[src/rtl/pixel_frame_reader.sv]
// Pixel-write sink: latches in-region writes into a 1bpp bitmap, tracks lit pixels,
// and streams the region back out (y inner, x outer) over a valid/ready handshake.
module pixel_frame_reader #(
  parameter int unsigned REG_W = 7,
  parameter int unsigned REG_H = 5,
  parameter int unsigned X_W   = 10,
  parameter int unsigned Y_W   = 9,
  parameter int unsigned CNT_W = 6
) (
  input  logic             clk,
  input  logic             reset,
  input  logic             wr_en,
  input  logic [X_W-1:0]   wr_x,
  input  logic [Y_W-1:0]   wr_y,
  input  logic             wr_color,
  input  logic             start,
  input  logic             rd_ready,
  output logic             rd_valid,
  output logic [X_W-1:0]   rd_x,
  output logic [Y_W-1:0]   rd_y,
  output logic             rd_color,
  output logic             busy,
  output logic             done,
  output logic [CNT_W-1:0] lit_count
);

  localparam int unsigned NPIX  = REG_W * REG_H;
  localparam int unsigned IDX_W = $clog2(NPIX);

  typedef enum logic [1:0] {IDLE, SCAN, FIN} state_t;

  state_t            state;
  logic [NPIX-1:0]   bitmap;
  logic              wr_hit;
  logic [IDX_W-1:0]  wr_idx;
  logic [IDX_W-1:0]  rd_idx;
  logic              last_pix;

  // Index is only meaningful when the coordinate is inside the region.
  assign wr_hit   = wr_en && (wr_x < X_W'(REG_W)) && (wr_y < Y_W'(REG_H));
  assign wr_idx   = IDX_W'(wr_x) * IDX_W'(REG_H) + IDX_W'(wr_y);
  assign rd_idx   = IDX_W'(rd_x) * IDX_W'(REG_H) + IDX_W'(rd_y);
  assign rd_color = bitmap[rd_idx];
  assign last_pix = (rd_x == X_W'(REG_W - 1)) && (rd_y == Y_W'(REG_H - 1));

  // Bitmap and lit counter move together; only real bit flips touch the count.
  always_ff @(posedge clk or negedge reset) begin
    if (!reset) begin
      bitmap    <= '0;
      lit_count <= '0;
    end else if (wr_hit && (bitmap[wr_idx] != wr_color)) begin
      bitmap[wr_idx] <= wr_color;
      lit_count      <= wr_color ? lit_count + CNT_W'(1) : lit_count - CNT_W'(1);
    end
  end

  always_ff @(posedge clk or negedge reset) begin
    if (!reset) begin
      state    <= IDLE;
      rd_valid <= 1'b0;
      busy     <= 1'b0;
      done     <= 1'b0;
      rd_x     <= '0;
      rd_y     <= '0;
    end else begin
      case (state)
        IDLE: begin
          done <= 1'b0;
          if (start) begin
            state    <= SCAN;
            rd_valid <= 1'b1;
            busy     <= 1'b1;
            rd_x     <= '0;
            rd_y     <= '0;
          end
        end
        SCAN: begin
          if (rd_ready) begin
            if (last_pix) begin
              state    <= FIN;
              rd_valid <= 1'b0;
              busy     <= 1'b0;
              done     <= 1'b1;
            end else if (rd_y < Y_W'(REG_H - 1)) begin
              rd_y <= rd_y + Y_W'(1);
            end else begin
              rd_y <= '0;
              rd_x <= rd_x + X_W'(1);
            end
          end
        end
        FIN: begin
          state <= IDLE;
          done  <= 1'b0;
          rd_x  <= '0;
          rd_y  <= '0;
        end
        default: begin
          state    <= IDLE;
          rd_valid <= 1'b0;
          busy     <= 1'b0;
          done     <= 1'b0;
        end
      endcase
    end
  end

endmodule

[config.mk]
export PLATFORM = sky130hd
export DESIGN_NAME = pixel_frame_reader
export DESIGN_NICKNAME = d
export VERILOG_FILES = /design/src/rtl/pixel_frame_reader.sv
export SDC_FILE = /design/constraint.sdc
export NUM_CORES = 1
export LEC_CHECK = 0
export CAP_MARGIN = 20
export CORE_UTILIZATION = 35
export CTS_CLUSTER_DIAMETER = 50
export DETAILED_ROUTE_END_ITERATION = 10
export GPL_TIMING_DRIVEN = 0
export PLACE_DENSITY_LB_ADDON = 0.15
export REMOVE_ABC_BUFFERS = 1
export SYNTH_ARGS = -nofsm -noshare
export SYNTH_HDL_FRONTEND = slang
export SYNTH_SLANG_ARGS = --single-unit
[constraint.sdc]
create_clock -name clk -period 5.7 [get_ports clk]
set_clock_uncertainty 0.05 [all_clocks]
set_input_delay 1.14 -clock clk [delete_from_list [all_inputs] [get_ports clk]]
set_output_delay 1.14 -clock clk [all_outputs]
set_load 0.1 [all_outputs]
== Word level (Yosys, flattened, before mapping) ==
Index checks and enable logic that the tools add are counted.
Cells by class
  multipliers: 2
  mux-type cells: 29
  reduce and logical (&&, ||, !) cells: 12
  equality and inequality tests: 10
  add/sub/neg operators: 6
  magnitude comparators: 6
  bitwise operators: 1
Operator list (number)
  10-bit two-way mux: 4
  9-bit two-way mux: 4
  35-bit bitwise mux: 1
  10-bit case mux with 3 select lines: 1
  9-bit case mux with 3 select lines: 1
  9-bit by 3-bit < comparator with 1-bit output (second input constant): 2
  6-bit by 7-bit < comparator with 1-bit output (second input constant): 2
  6-bit adder: 2
  1-bit binary-select mux with 6-bit select: 2
  6-bit by 3-bit multiplier with 6-bit output (second input constant): 2
  10-bit by 1-bit adder with 10-bit output (second input constant): 1
  10-bit by 3-bit equality test with 1-bit output (second input constant): 1
  10-bit by 3-bit < comparator with 1-bit output (second input constant): 1
  2-bit != test (second input constant): 5
  9-bit by 1-bit adder with 9-bit output (second input constant): 1
  9-bit by 3-bit equality test with 1-bit output (second input constant): 1
  1-bit two-way mux: 9
  4-bit AND reduction: 2
  6-bit by 1-bit adder with 6-bit output (second input constant): 1
  1-bit demux with 6-bit select: 1
  6-bit by 1-bit greater-or-equal comparator with 1-bit output (second input constant): 1
  2-bit two-way mux: 3
  6-bit two-way mux: 1
  6-bit by 1-bit subtractor with 6-bit output (second input constant): 1
  other kinds (12): 16
Word-level totals
  register bits after elaboration: 64
  word-level logic and storage cells: 73
  bits of input ports: 25
  output and inout port bits: 29

== Depth between registers and ports, before layout ==
  depth in word-level cells: 7
  gate-level depth with buffers: 13
  gate-level depth less buffers: 10

== Least setup slack after synthesis ==
OpenSTA, ideal clock, no wires.
  kind: register to output
  start point: reg rd_x[3]
  end point: out rd_color
  arrival time: 4902 ps
  setup slack: -392 ps
  path buffers: 0
  stages on the path, launching flop included: 7
  data required time: 4510 ps
  path through: dfrtp_1 -> ha_1 -> fa_1 -> ha_1 -> xor2_1 -> nand4_1 -> o31ai_1
Between the ends
  longest elaborated chain between the ends: 4
RTL lines
  start, declared: line 19  | output logic [X_W-1:0] rd_x,
  start signal, assigned: line 88  | rd_x <= rd_x + X_W'(1);
  6-bit by 3-bit multiplier with 6-bit output: line 42  | assign rd_idx = IDX_W'(rd_x) * IDX_W'(REG_H) + IDX_W'(rd_y);
  6-bit adder: line 42
  1-bit binary-select mux with 6-bit select: line 43  | assign rd_color = bitmap[rd_idx];
  1-bit two-way mux (not written as such): line 43
  end, declared: line 21  | output logic rd_color,
No other way between the ends. The select of a mux whose other input is x is not followed.

== Worst setup path in the final report ==
  start point: reg rd_x[1]
  end point: out rd_color
The elaborated chain is that of the path after synthesis.

==> impl_metrics.ini <==
[layout]
final_area_sq_mm = 0.00578
drive_gt1_share_pct = 8.83
syn_to_final_growth_pct = 20.5
n_fill_cell = 1305
fin_nets = 611
num_antenna_cells = 0
utilization_pct = 43.5

[critical_path]
critPathArrivalTime_ns = 3.83
end_kind = output port
slowest_delay_ns = 0.57
crit_top_cell = ha_1
rr_worst_depth = 8
reg2reg_from = rd_y[5]$_DFFE_PN0P_
critical_path_class = reg -> out
cp.required_ns = 4.51
slowest_stage = mux4_2
cp_max_fo = 7
regToRegSetupSlack_ns = 3.09
path_delay_family = adder cells
critical_path_buf_inv_count = 1
start_kind = flop
cp_cell_sequence = ha_1 > fa_1 > ha_1 > xor2_1 > mux4_2 > mux2_2 > nand2_1 > o31ai_1 > dlymetal6s2s_1
reg2reg_to = rd_x[8]$_DFFE_PN0P_

[logic_synthesis]
postSynthCellCount = 513
synth_seq_area_share_pct = 33.4
synth_top_area_share_pct = 33.4
synth-edff-count = 0
synth.area.top_cells = dfrtp_1 (33%), ha_1 (7.3%), a21oi_1 (6.4%), mux4_2 (4.7%), mux2i_1 (3.5%)
ys_ff_latch = 64
ys.warnings.count = 0
avgSynthCellArea_sq_um = 9.35
yosysTopAreaCell = dfrtp_1
synth_cell_types = 65
async_reset_ff_share_pct = 100
syn_area_sq_mm = 0.00480
synth_flop_cell = dfrtp_1

[die]
core_area_sq_mm = 0.0133
die-area_sq_mm = 0.0142
io_pins = 54
die_y_microns = 119
initial_core_util_pct = 36.1
rows = 42
die_w_microns = 119

[clock_network]
cts_buffers = 9
clkLatencyLatePin_ns = 0.34
cts-root-buf = clkbuf_16
cts_hold_buf = 0
clock-sinks = 64
path_clk_slew_ns = 0.06
htreeDepth = 3
cts.repair.resized = 0
cts_tree = built
post_cts_buffers = 0
clk_path_buf_depth = 2

[routing]
wl_mm = 12.5
route.vias.total = 4040
wl_per_cell_microns = 17.1
drt_pass1_iterations = 5
drt_iter0_markers = 244
avgViaCountPerCell = 5.53
drc = 0
detail-route-antenna-nets = 0

[min_path]
hp-class = reg -> reg
hold_depth = 1
whs_endpoint = state[0]$_DFFE_PN0P_
holdCritStartpoint = state[1]$_DFFE_PN0P_

[sta]
slew_viol_final = 0
worstMarginPinSlew_ns = 1.09
period_minus_slack_ns = 5.02
finalSetupViolCount = 0
period_share_pct = 88.0
fmax_mhz = 199
fin_ws_ns = 0.683
timing.setup.tns_ns = 0
rsz0062_at_grt = no
slew_headroom_pct = 27.1
hold_viol_final = 0

[placement]
port_buffers = 53
place.gp.congestion = 0.820
post-place-ws_ns = 0.316
dpl_cell_area_sq_mm = 0.00544
place_hpwl_mm = 8.92

[pwr]
peakVddDrop_mv = 0.241
power.density_mw_per_mm2 = 402
leakagePower_nw = 2.39

[grt]
grt-ovfl-total = 0
antenna_found_initial = 0
grt_pass1_wl_mm = 20.7
grt_max_degree = 65
grt_pass1_vias = 3875
grt.total_usage_pct = 18.9

[status]
outcome = finished clean

[job]
drv_cap = 0
-- synth_stat cells, types with 6 or more instances --
cell and count:
dfrtp_1 64, a21oi_1 61, nand2_1 38, o21ai_0 31, ha_1 28, nor2_1 26
inv_1 21, nand3_1 21, mux2i_1 17, clkbuf_1 14, xnor2_1 14, nand4_1 12
xor2_1 12, mux4_2 10, and3_1 9, nor3_1 8, a31oi_1 7, and2_1 7
fa_1 7, nor4_1 7, o21bai_1 6
-- where the power goes --
part | switching [W] | internal, W | total, W
combinational | 0.000793 | 0.000427 | 0.00122
clock | 0.000207 | 0.000370 | 0.000577
sequential | 0.0000464 | 0.000477 | 0.000523
total | 0.00105 | 0.00127 | 0.00232
-- per-layer routing --
layer	track usage, %	routed length, microns
met5	0	0
met2	29.2	5630
met3	3.07	469
met1	26.2	6140
met4	7.67	261
-- per-stage QoR --
step	cells	hold WS [ns]	total power, W
after floorplan	483	0.377	0.00146
after global placement	712	0.398	0.00174
after detailed placement	715	0.407	0.00176
after CTS	730	0.418	0.00235
after global routing	731	0.425	0.00247
final	731	0.416	0.00232
-- layout by cell type (no fill, tap or decap), types with 5 or more instances in the layout --
master	instances
o2bb2ai_1	5
and3_1	9
a21oi_1	61
o21ai_0	31
clkbuf_16	9
inv_1	21
o21bai_1	6
dfrtp_1	64
nand4_1	12
a31oi_1	7
mux4_2	10
ha_1	28
and2_1	7
or3_1	5
a21o_1	5
nand3_1	21
nor3_1	8
mux2i_1	17
fa_1	7
xnor2_1	14
nand2_1	38
xor2_1	12
nor2_1	26
clkdlybuf4s50_1	51
nor4_1	6
-- flip-flops by register name, indices dropped and copies added (netlist names) --
| signal | count |
|---|---|
| state | 2 |
| bitmap | 35 |
| busy | 1 |
| lit_count | 6 |
| rd_y | 9 |
| rd_x | 10 |
| done | 1 |
-- how the worst max path moves through the flow --
stage,cells past startpoint,startpoint,endpoint
6_report,9,rd_x[1]$_DFFE_PN0P_,rd_color
5_1_grt,10,wr_x[3],lit_count[3]$_DFFE_PN0P_
4_1_cts,9,rd_x[1]$_DFFE_PN0P_,rd_color
3_5_place_dp,10,wr_x[3],lit_count[3]$_DFFE_PN0P_
3_3_place_gp,11,wr_x[0],lit_count[3]$_DFFE_PN0P_
2_1_floorplan,6,rd_x[3]$_DFFE_PN0P_,rd_color
-- kinds of logic after synthesis --
family	synth area share, %
AND/OR/NAND/NOR	18.8
AO/OA/AOI/OAI	18.5
XOR/XNOR	5.56
adder cells (fa/ha/maj)	10.2
multiplexers	8.71
buffers and inverters	4.83
flip-flops	33.4
-- final cells by class --
type                    instances  area [sq um]  area share [%]
multi-input cells             398          2970            51.4
clock inverters                 3          40.0           0.693
inverters                      21          78.8            1.36
flip-flops and latches         64          1600            27.7
clock buffers                  12           267            4.61
well taps                     176           220            3.81
repair buffers                 57           602            10.4
Note: power is estimated with default switching activity, not from simulation.
